[config.mk]
export PLATFORM = sky130hd
export DESIGN_NAME = ram_set_ctrl_flat
export DESIGN_NICKNAME = d
export VERILOG_FILES = /design/src/rtl/ram_set_ctrl_pkg.sv /design/src/rtl/ram_set_ctrl_if.sv /design/src/rtl/ram_set_ctrl_rr_arbiter.sv /design/src/rtl/ram_set_ctrl.sv /design/src/flat_wrapper.sv
export SDC_FILE = /design/constraint.sdc
export NUM_CORES = 1
export LEC_CHECK = 0
export ABC_AREA = 1
export CAP_MARGIN = 20
export CELL_PAD_IN_SITES_DETAIL_PLACEMENT = 2
export CELL_PAD_IN_SITES_GLOBAL_PLACEMENT = 2
export CORE_MARGIN = 4
export CORE_UTILIZATION = 20
export DETAILED_ROUTE_END_ITERATION = 6
export GPL_TIMING_DRIVEN = 0
export HOLD_SLACK_MARGIN = 0.03
export PLACE_DENSITY_LB_ADDON = 0.1
export SLEW_MARGIN = 20
export SYNTH_ARGS = -nofsm -noshare
export SYNTH_HDL_FRONTEND = slang
export SYNTH_HIERARCHICAL = 1
export SYNTH_SLANG_ARGS = --single-unit
[constraint.sdc]
create_clock -name clk -period 3.6 [get_ports clk]
set_clock_uncertainty 0.15 [all_clocks]
set_input_delay 0.72 -clock clk [delete_from_list [all_inputs] [get_ports clk]]
set_output_delay 0.72 -clock clk [all_outputs]
set_load 0.05 [all_outputs]
[src/rtl/ram_set_ctrl_pkg.sv]
// Shared constants and helpers for the ram_set_ctrl flow controller.
// Optional watermark ports are enabled with RAM_SET_CTRL_WATERMARK_EN.
package ram_set_ctrl_pkg;

    localparam int OBUF_DEPTH    = 2;
    localparam int REQ_IDX_W     = 3;   // wide enough for up to 8 requesters
    localparam int RAM_DEPTH_DEF = 16;

    function automatic int lvl_w(input int depth);
        return $clog2(depth) + 1;
    endfunction

    localparam int LVL_W = lvl_w(RAM_DEPTH_DEF);

endpackage

[src/rtl/ram_set_ctrl_if.sv]
// Requester, RAM-port and consumer signals of ram_set_ctrl bundled in one interface.
// slave = controller side, master = the surrounding requesters/RAM/consumer.
interface ram_set_ctrl_if #(
    parameter int NUM_REQ   = 4,
    parameter int RAM_WIDTH = 32
);
    logic [NUM_REQ-1:0]           req_valid;
    logic [NUM_REQ*RAM_WIDTH-1:0] req_data;
    logic [NUM_REQ-1:0]           req_ready;
    logic                         ram_wr_en;
    logic [RAM_WIDTH-1:0]         ram_data_in;
    logic                         ram_rd_en;
    logic [RAM_WIDTH-1:0]         ram_data_out;
    logic                         out_valid;
    logic [RAM_WIDTH-1:0]         out_data;
    logic                         out_ready;
    logic                         full;
    logic                         empty;

    modport slave (
        input  req_valid, req_data, ram_data_out, out_ready,
        output req_ready, ram_wr_en, ram_data_in, ram_rd_en,
               out_valid, out_data, full, empty
    );

    modport master (
        output req_valid, req_data, ram_data_out, out_ready,
        input  req_ready, ram_wr_en, ram_data_in, ram_rd_en,
               out_valid, out_data, full, empty
    );
endinterface

[src/rtl/ram_set_ctrl_rr_arbiter.sv]
// Round-robin arbiter: grants the first active request at or after rr_ptr,
// and moves rr_ptr just past the winner only when a grant is issued.
module rr_arbiter
    import ram_set_ctrl_pkg::*;
#(
    parameter int NUM_REQ = 4
) (
    input  logic                 clk,
    input  logic                 rst,
    input  logic [NUM_REQ-1:0]   req,
    input  logic                 en,
    output logic [NUM_REQ-1:0]   gnt,
    output logic [REQ_IDX_W-1:0] gnt_idx
);
    localparam logic [REQ_IDX_W:0] N_EXT = (REQ_IDX_W+1)'(NUM_REQ);

    logic [REQ_IDX_W-1:0] rr_ptr_reg, rr_ptr_next;
    logic [REQ_IDX_W-1:0] cand_idx [NUM_REQ];
    logic [NUM_REQ-1:0]   cand_hit;
    logic                 found;

    // Candidate gi is the requester gi places after rr_ptr, wrapped mod NUM_REQ.
    genvar gi;
    generate
        for (gi = 0; gi < NUM_REQ; gi++) begin : g_cand
            logic [REQ_IDX_W:0] sum;
            assign sum          = {1'b0, rr_ptr_reg} + (REQ_IDX_W+1)'(gi);
            assign cand_idx[gi] = (sum >= N_EXT) ? REQ_IDX_W'(sum - N_EXT) : REQ_IDX_W'(sum);
            assign cand_hit[gi] = |(req & (NUM_REQ'(1) << cand_idx[gi]));
        end
    endgenerate

    always_comb begin
        found   = 1'b0;
        gnt_idx = '0;
        for (int k = 0; k < NUM_REQ; k++) begin
            if (en && !found && cand_hit[k]) begin
                found   = 1'b1;
                gnt_idx = cand_idx[k];
            end
        end
        gnt = found ? (NUM_REQ'(1) << gnt_idx) : '0;
    end

    always_comb begin
        rr_ptr_next = rr_ptr_reg;
        if (found) begin
            rr_ptr_next = (gnt_idx == REQ_IDX_W'(NUM_REQ - 1)) ? '0 : gnt_idx + REQ_IDX_W'(1);
        end
    end

    always_ff @(posedge clk) begin
        if (rst) rr_ptr_reg <= '0;
        else     rr_ptr_reg <= rr_ptr_next;
    end

endmodule

[src/rtl/ram_set_ctrl.sv]
// Flow controller in front of dual_port_ram_set: write arbitration, read pacing
// and a 2-entry output buffer. Optional RAM_SET_CTRL_WATERMARK_EN adds level/hwm ports.
module ram_set_ctrl
    import ram_set_ctrl_pkg::*;
#(
    parameter int NUM_REQ   = 4,
    parameter int RAM_WIDTH = 32,
    parameter int RAM_DEPTH = 16
) (
    input  logic                     clk,
    input  logic                     rst,
    ram_set_ctrl_if.slave            bus
`ifdef RAM_SET_CTRL_WATERMARK_EN
    ,
    output logic [$clog2(RAM_DEPTH):0] level_o,
    output logic [$clog2(RAM_DEPTH):0] hwm_o,
    input  logic                       hwm_clr
`endif
);
    localparam int LW  = lvl_w(RAM_DEPTH);
    localparam int OCW = $clog2(OBUF_DEPTH + 1);
    localparam int OPW = $clog2(OBUF_DEPTH);
    localparam logic [LW-1:0] LVL_FULL = LW'(RAM_DEPTH);

    logic [NUM_REQ-1:0]   gnt;
    logic [REQ_IDX_W-1:0] gnt_idx;
    logic                 full, empty, wr, rd, pop, push;
    logic [LW-1:0]        level_reg, level_next;
    logic                 inflight_reg;
    logic [RAM_WIDTH-1:0] obuf_reg [OBUF_DEPTH];
    logic [OPW-1:0]       head_reg, tail;
    logic [OCW-1:0]       cnt_reg, cnt_next;
    logic [OCW:0]         occ;

    assign full  = (level_reg == LVL_FULL);
    assign empty = (level_reg == '0);

    rr_arbiter #(.NUM_REQ(NUM_REQ)) u_arb (
        .clk     (clk),
        .rst     (rst),
        .req     (bus.req_valid),
        .en      (!full),
        .gnt     (gnt),
        .gnt_idx (gnt_idx)
    );

    assign wr              = |gnt;
    assign bus.req_ready   = gnt;
    assign bus.ram_wr_en   = wr;
    assign bus.ram_data_in = bus.req_data[gnt_idx*RAM_WIDTH +: RAM_WIDTH];

    // Read only when the buffer can absorb the word after everything already in flight.
    assign pop  = bus.out_valid & bus.out_ready;
    assign occ  = {1'b0, cnt_reg} + (OCW+1)'(inflight_reg) - (OCW+1)'(pop);
    assign rd   = !empty && (occ < (OCW+1)'(2));
    assign push = inflight_reg;

    assign tail       = head_reg + OPW'(cnt_reg);
    assign cnt_next   = cnt_reg + OCW'(push) - OCW'(pop);
    assign level_next = level_reg + LW'(wr) - LW'(rd);

    assign bus.ram_rd_en = rd;
    assign bus.out_valid = (cnt_reg != '0);
    assign bus.out_data  = obuf_reg[head_reg];
    assign bus.full      = full;
    assign bus.empty     = empty;

    always_ff @(posedge clk) begin
        if (rst) begin
            level_reg    <= '0;
            inflight_reg <= 1'b0;
            head_reg     <= '0;
            cnt_reg      <= '0;
            for (int k = 0; k < OBUF_DEPTH; k++) obuf_reg[k] <= '0;
        end else begin
            level_reg    <= level_next;
            inflight_reg <= rd;
            cnt_reg      <= cnt_next;
            if (pop)  head_reg       <= head_reg + OPW'(1);
            if (push) obuf_reg[tail] <= bus.ram_data_out;
        end
    end

`ifdef RAM_SET_CTRL_WATERMARK_EN
    logic [LW-1:0] hwm_reg;

    always_ff @(posedge clk) begin
        if (rst)                      hwm_reg <= '0;
        else if (hwm_clr)             hwm_reg <= level_reg;
        else if (level_reg > hwm_reg) hwm_reg <= level_reg;
    end

    assign level_o = level_reg;
    assign hwm_o   = hwm_reg;
`endif

endmodule

[src/flat_wrapper.sv]
// flat-port wrapper written by rule: the top's interface ports become plain ports
module ram_set_ctrl_flat import ram_set_ctrl_pkg::*;
#(
    parameter int NUM_REQ   = 4,
    parameter int RAM_WIDTH = 32,
    parameter int RAM_DEPTH = 16
)
  (clk, rst, bus_req_valid, bus_req_data, bus_ram_data_out, bus_out_ready, bus_req_ready, bus_ram_wr_en, bus_ram_data_in, bus_ram_rd_en, bus_out_valid, bus_out_data, bus_full, bus_empty);
  ram_set_ctrl_if #(.NUM_REQ(NUM_REQ), .RAM_WIDTH(RAM_WIDTH)) bus_i ();
  input  logic clk;
  input  logic rst;
  input wire logic [$bits(bus_i.req_valid)-1:0] bus_req_valid;
  input wire logic [$bits(bus_i.req_data)-1:0] bus_req_data;
  input wire logic [$bits(bus_i.ram_data_out)-1:0] bus_ram_data_out;
  input wire logic [$bits(bus_i.out_ready)-1:0] bus_out_ready;
  output wire logic [$bits(bus_i.req_ready)-1:0] bus_req_ready;
  output wire logic [$bits(bus_i.ram_wr_en)-1:0] bus_ram_wr_en;
  output wire logic [$bits(bus_i.ram_data_in)-1:0] bus_ram_data_in;
  output wire logic [$bits(bus_i.ram_rd_en)-1:0] bus_ram_rd_en;
  output wire logic [$bits(bus_i.out_valid)-1:0] bus_out_valid;
  output wire logic [$bits(bus_i.out_data)-1:0] bus_out_data;
  output wire logic [$bits(bus_i.full)-1:0] bus_full;
  output wire logic [$bits(bus_i.empty)-1:0] bus_empty;
  assign bus_i.req_valid = bus_req_valid;
  assign bus_i.req_data = bus_req_data;
  assign bus_i.ram_data_out = bus_ram_data_out;
  assign bus_i.out_ready = bus_out_ready;
  assign bus_req_ready = bus_i.req_ready;
  assign bus_ram_wr_en = bus_i.ram_wr_en;
  assign bus_ram_data_in = bus_i.ram_data_in;
  assign bus_ram_rd_en = bus_i.ram_rd_en;
  assign bus_out_valid = bus_i.out_valid;
  assign bus_out_data = bus_i.out_data;
  assign bus_full = bus_i.full;
  assign bus_empty = bus_i.empty;
  ram_set_ctrl #(.NUM_REQ(NUM_REQ), .RAM_WIDTH(RAM_WIDTH), .RAM_DEPTH(RAM_DEPTH)) u_core (.clk(clk), .rst(rst), .bus(bus_i));
endmodule
==> flow_summary.yaml, run 1 <==
worst_setup_path:
  cp-end-kind: "output pin"
  worstPathMaxFanout: 5
  crit_type: "primary input to output pin"
  required_ns: 2.73
  critPathArrivalTime_ns: 2.83
  critPathLaunchType: "primary input"
sta:
  hold_viol: 0
  setup_violations: 33
  relSlewSlack_pct: 61.1
  rsz0062_at_grt: "true"
  fin_crit_ns: 3.70
  finalMaxSlewViolations: 0
  setup_slack_ns: -0.0990
  period_share_pct: 103
  whs_ns: 0.421
  fmax_mhz: 270
  tightest_slew_ns: 0.582
grt:
  grt_pass1_wl_mm: 34.1
  grt_max_degree: 27
  grt_busiest_layer: "met2"
  grt.overflow.total: 0
  track_usage_pct: 14.9
  gr-usage-met1_pct: 16.3
  grt_pass1_vias: 6232
  grtUsageMet3_pct: 4.87
  grtUsageMet2_pct: 28.1
  antenna_found_initial: 4
layout:
  largest_register_ffs: 64
  fillers: 2884
  nNetsFinal: 1164
  syn_to_final_growth_pct: 91.3
  layout-drive-gt1-share_pct: 39.1
  final_core_utilization_pct: 39.1
routing:
  drt_iter0_markers: 111
  dr.pass1.iters: 4
  vias: 5620
  routedWlPerCell_um: 17.1
  drtAntennaViolNets: 0
  post-route-drc-count: 0
  totalWireLength_mm: 22.6
  via_per_inst: 4.26
logic_synthesis:
  synth-seq-cells: 77
  ys_types: 38
  synth_nets: 869
  synthCells: 681
  synth-seq-area-share_pct: 40.9
  ys_warn_count: 6
  syn_area_mm2: 0.00534
  synth_area_per_cell_um2: 7.84
clocking:
  cts_tree: "built"
  cts.htree.levels: 3
  cts_buffer_depth: 2
  clk_latency_ns: 0.33
  cts_buffers: 9
  cts-root-buf: "clkbuf_16"
  clk_pin_slew_worst_paths_ns: 0.06
  cts.sinks: 77
floorplanning:
  ioPinCount: 240
  num_rows: 59
  die_w_um: 171
  coreArea_mm2: 0.0261
  die_area_mm2: 0.0294
  fp.dieH_um: 171
  start_util_pct: 20.4
job:
  cap_violations: 0
placed_design:
  portBuffers: 239
  post-dp-hpwl_mm: 17.3
  pre_cts_slack_ns: -1.55
  routabilityCongestion: 0.745
outcome:
  violations: "setup timing"
  status: "complete, but fails checks"
min_path:
  worst_hold_path_type: "flop to flop"
cell usage after synthesis:
cell type / n / area share [%]
nor3_2: 1 / 0.19
o21a_1: 1 / 0.14
buf_2: 13 / 1.2
clkinv_2: 1 / 0.094
o21ai_0: 33 / 3.1
nand4_2: 1 / 0.23
inv_1: 70 / 4.9
nor2_1: 128 / 9.0
inv_2: 5 / 0.35
nand2_2: 6 / 0.70
o21bai_4: 1 / 0.35
nand2_1: 182 / 13
nand4_1: 1 / 0.12
o21ai_1: 1 / 0.094
nor2_4: 20 / 4.2
nand3_4: 1 / 0.33
edfxtp_1: 64 / 36
buf_1: 5 / 0.35
buf_12: 2 / 0.75
a21oi_2: 1 / 0.16
xnor2_1: 1 / 0.16
o21ai_2: 1 / 0.16
nor3_1: 1 / 0.094
buf_6: 1 / 0.21
a21oi_1: 40 / 3.8
ha_1: 19 / 4.5
nand3_2: 2 / 0.38
nand3b_1: 1 / 0.14
dfxtp_1: 13 / 4.9
nor2_2: 9 / 1.1
clkbuf_1: 11 / 0.77
mux2_1: 2 / 0.42
fa_1: 2 / 0.75
or2_1: 1 / 0.12
o211ai_1: 1 / 0.14
buf_8: 1 / 0.28
mux2_2: 30 / 6.3
nand3_1: 8 / 0.75
path summary, 6_finish.rpt:
kind	startpoint	to	slack, ns	cells past startpoint
max	bus_req_valid[0]	bus_ram_wr_en	-0.1	19
min	u_core/head_reg$_SDFFE_PP0P_	flop	0.42	3
max reg2reg	u_core/u_arb/rr_ptr_reg[0]$_SDFFE_PP0P_	u_core/level_reg[4]$_SDFF_PP0_	0.06	29
min reg2reg	u_core/head_reg$_SDFFE_PP0P_	flop	0.42	3
critical path, stage by stage:
cell and delay, ns:
clkdlybuf4s15_1 0.24, nand2_2 0.10, nand2_2 0.08, nor2_4 0.15, nand2_4 0.08, clkinv_4 0.08, nand2_2 0.05, nand2_2 0.07
inv_2 0.05, nor3_4 0.22, a21oi_4 0.08, buf_4 0.16, buf_4 0.13, ha_1 0.18, inv_2 0.07, nor2_4 0.05
nor2_4 0.10, nand2_4 0.06, buf_8 0.14
stage by stage:
step	setup TNS [ns]	cell area (µm²)	instances
2_1_floorplan	-0.0332	5750	681
3_3_place_gp	-74.80	8560	1255
3_5_place_dp	-52.68	8620	1258
4_1_cts	-3.76	9720	1304
5_1_grt	-8.98	10200	1317
6_report	-2.30	10200	1318
layout by cell type (no fill, tap or decap), drive strengths merged, types with 2 or more instances in the layout:
cell	count
a21oi	41
buf	103
clkbuf	22
clkdlybuf4s15	3
clkdlybuf4s50	196
clkinv	4
clkinvlp	2
dfxtp	13
diode	2
dlygate4sd2	2
edfxtp	64
fa	2
ha	19
inv	76
mux2	32
nand2	188
nand3	11
nand4	2
nor2	157
nor3	2
o21ai	35
area by class of cell:
class                   instances  area, µm²  area share (%)
multi-input cells             495       3580            35.1
well taps                     335        419            4.10
clock buffers                  10        229            2.24
diodes                          2       5.00          0.0490
repair inverters                1       8.76          0.0858
repair buffers                284       2990            29.3
flip-flops and latches         77       2190            21.4
plain buffers                  32        397            3.88
clock inverters                 6       71.3           0.698
inverters                      76        320            3.14
routing by layer:
metal	vias to the layer above	routed length [µm]
li1	2761	-
met1	2680	8640
met2	153	12000
met3	20	1590
met4	6	290
met5	-	41
kinds of logic (layout without fill, tap and decap cells):
group / count (synthesis) / count (layout) / synth area share (%)
flops: 77 / 77 / 40.9
buf+inv: 109 / 409 / 8.96
mux: 32 / 32 / 6.75
compound gates: 79 / 79 / 7.90
other cells: 0 / 2 / 0
fa+ha+maj: 21 / 21 / 5.21
simple gates: 362 / 362 / 30.1
xor+xnor: 1 / 1 / 0.164
repair_timing:
action                     in CTS  in global routing
setup endpoints to repair      41                 38
pin swaps                      35                 59
gates cloned                    3                  6
gates resized for setup       446                122
hold buffers                    0                  0
buffers inserted               27                  8
Power of run 1 is left out: the tool's default activity adds up to more than one toggle a clock period on the data nets, which glitch-free logic cannot reach.
==> run 2, diff against run 1 <==
--- a/config.mk
+++ b/config.mk
@@ -12,7 +12,7 @@
 export CORE_MARGIN = 4
 export CORE_UTILIZATION = 20
 export DETAILED_ROUTE_END_ITERATION = 6
-export GPL_TIMING_DRIVEN = 0
+export GPL_TIMING_DRIVEN = 1
 export HOLD_SLACK_MARGIN = 0.03
 export PLACE_DENSITY_LB_ADDON = 0.1
 export SLEW_MARGIN = 20
==> run 2 against run 1 <==
  * The run still ends with setup timing left
  * Flip-flop and latch count is the same
  * Die area is the same
  * Non-clock buffer count grew 25
  * Hold slack lost 0.0063 ns
  * Count of clock-buffer cells in the layout is the same
  * Worst setup slack lost 0.074 ns
  * Register-to-register slack lost 0.07 ns
  * Routed wire length grew 16%
  * Final area grew 9.5%
  * Global-route usage grew 1.6 points
  * First-iteration DRC count grew 24%
  * Sequential share of layout area shrank 1.8 points
  * Highest routed layer unchanged
==> flow_summary.yaml, run 2 (same netlist as run 1, synthesis figures left out) <==
routing:
  post-route-drc-count: 0
  vias: 5935
  routedWlPerCell_um: 19.6
  via_per_inst: 4.43
  totalWireLength_mm: 26.2
  drt_iter0_markers: 138
  dr.pass1.iters: 4
  drtAntennaViolNets: 0
worst_setup_path:
  crit_chain: "inv_8 -> ha_4 -> nand2_2 -> nand2_2 -> nor2_4 -> nand2_4 -> clkinv_4 -> nand2_4 -> nand2_4 -> inv_4 -> nor3_4 -> a21oi_4 -> buf_12 -> clkinv_16 -> buf_4 -> buf_16 -> nand2_1 -> nand2_1 -> nand2_1 -> a21oi_4 -> buf_12"
  critPathMaxStageDelay_ns: 0.42
  crit_type: "flop to output pin"
  critPathArrivalTime_ns: 2.90
  cp.depth: 21
  worstPathMaxFanout: 7
  required_ns: 2.73
  path_delay_family: "simple AND/OR/NAND/NOR gates"
  slowest_stage: "dfxtp_4"
  worstRegToRegCells: 26
  critPathLaunchType: "flop"
  worst-path-buf-inv: 8
  cp-end-kind: "output pin"
clocking:
  cts.htree.levels: 3
  clk_latency_ns: 0.34
  cts_tree: "built"
  cts_buffer_depth: 2
  cts-root-buf: "clkbuf_16"
  ctsHoldBuffers: 0
  cts.sinks: 77
  clk_pin_slew_worst_paths_ns: 0.06
  cts_buffers: 9
grt:
  antenna_found_initial: 4
  grt.overflow.total: 0
  grt_pass1_vias: 6878
  grt_max_degree: 33
  track_usage_pct: 16.5
  grt_pass1_wl_mm: 37.7
placed_design:
  dp.cells: 1274
  routabilityCongestion: 0.782
  portBuffers: 239
  placed_area_mm2: 0.00923
  post-dp-hpwl_mm: 18.5
  pre_cts_slack_ns: -0.574
layout:
  final_common_cell: "clkdlybuf4s50_1"
  stdcell_area_mm2: 0.0112
  antenna_cells: 0
  largest_register_ffs: 64
  nNetsFinal: 1188
  layout-drive-gt1-share_pct: 44.2
  final_cell_mix: "clkdlybuf4s50_1, nand2_1, nor2_1"
  fin_cells: 1340
  syn_to_final_growth_pct: 110
outcome:
  status: "complete, but fails checks"
  violations: "setup timing"
min_path:
  worstHoldPathCells: 2
  worst_hold_path_type: "flop to flop"
sta:
  period_share_pct: 105
  finalMaxSlewViolations: 0
  setup_violations: 37
  setup_slack_ns: -0.173
  rsz0062_at_grt: "true"
  fin_crit_ns: 3.77
  fmax_mhz: 265
  hold_viol: 0
  tightest_slew_ns: 0.581
  relSlewSlack_pct: 61.2
job:
  cap_violations: 0
floorplanning:
  die_area_mm2: 0.0294
  ioPinCount: 240
  die_w_um: 171
  start_util_pct: 20.4
  fp.dieH_um: 171
  num_rows: 59
  coreArea_mm2: 0.0261
## run 2: per-layer routing
metal,track usage [%],up-vias,routed length (µm)
li1,-,2808,-
met1,17.2,2909,9300
met2,31.9,177,14500
met3,5.72,33,1950
met4,3.55,8,377
met5,0,-,50
## run 2: final cells by class
cell class	instances	area [µm²]
Tap cell	335	419
Clock inverter	6	88.8
Timing Repair Buffer	341	4030
Clock buffer	10	229
Sequential cell	77	2190
Multi-Input combinational cell	495	3870
Inverter	76	355
Fill cell	2771	14900
## run 2: worst reg2reg max path, stage by stage (launching register included)
cell and delay (ns):
dfxtp_4 0.42, buf_6 0.15, ha_4 0.17, nand2_4 0.07, o21ai_4 0.14, nand2_4 0.10
o21bai_4 0.16, nand3_4 0.10, a21oi_4 0.18, buf_12 0.18, buf_6 0.13, buf_6 0.11
ha_4 0.13, nand2_4 0.05, nor2_4 0.14, nor2_4 0.06, nand2_4 0.07, buf_4 0.11
ha_4 0.13, inv_2 0.04, fa_2 0.34, inv_2 0.07, nand2_2 0.05, nand2_2 0.07
nand3_2 0.06, nand2_1 0.07, nor2_1 0.04
## run 2: final timing paths
| path | start | end | slack, ns |
|---|---|---|---|
| setup reg to reg | u_core/u_arb/rr_ptr_reg[0]$_SDFFE_PP0P_ | u_core/level_reg[4]$_SDFF_PP0_ | -0.01 |
| hold reg to reg | u_core/head_reg$_SDFFE_PP0P_ | u_core/head_reg$_SDFFE_PP0P_ | 0.41 |
| hold / removal | u_core/head_reg$_SDFFE_PP0P_ | u_core/head_reg$_SDFFE_PP0P_ | 0.41 |
| setup / recovery | u_core/u_arb/rr_ptr_reg[0]$_SDFFE_PP0P_ | bus_ram_data_in[13] | -0.17 |
## run 2: what timing repair did
| item | 4_1_cts | 5_1_grt |
|---|---|---|
| gates resized for setup | 147 | 189 |
| pin swaps | 40 | 72 |
| gates cloned | 5 | 6 |
| setup endpoints to repair | 40 | 40 |
| setup buffers | 23 | 23 |
## run 2: stage by stage
stage | util (%) | hold slack, ns | TNS (ns)
2_1_floorplan | - | 0.361 | -0.0332
3_3_place_gp | 35.3 | 0.391 | -13.63
3_5_place_dp | 35.3 | 0.392 | -18.03
4_1_cts | 39.5 | 0.419 | -2.52
5_1_grt | 42.8 | 0.467 | -9.37
6_report | 42.8 | 0.415 | -3.45
Power of run 2 is left out for the same reason.
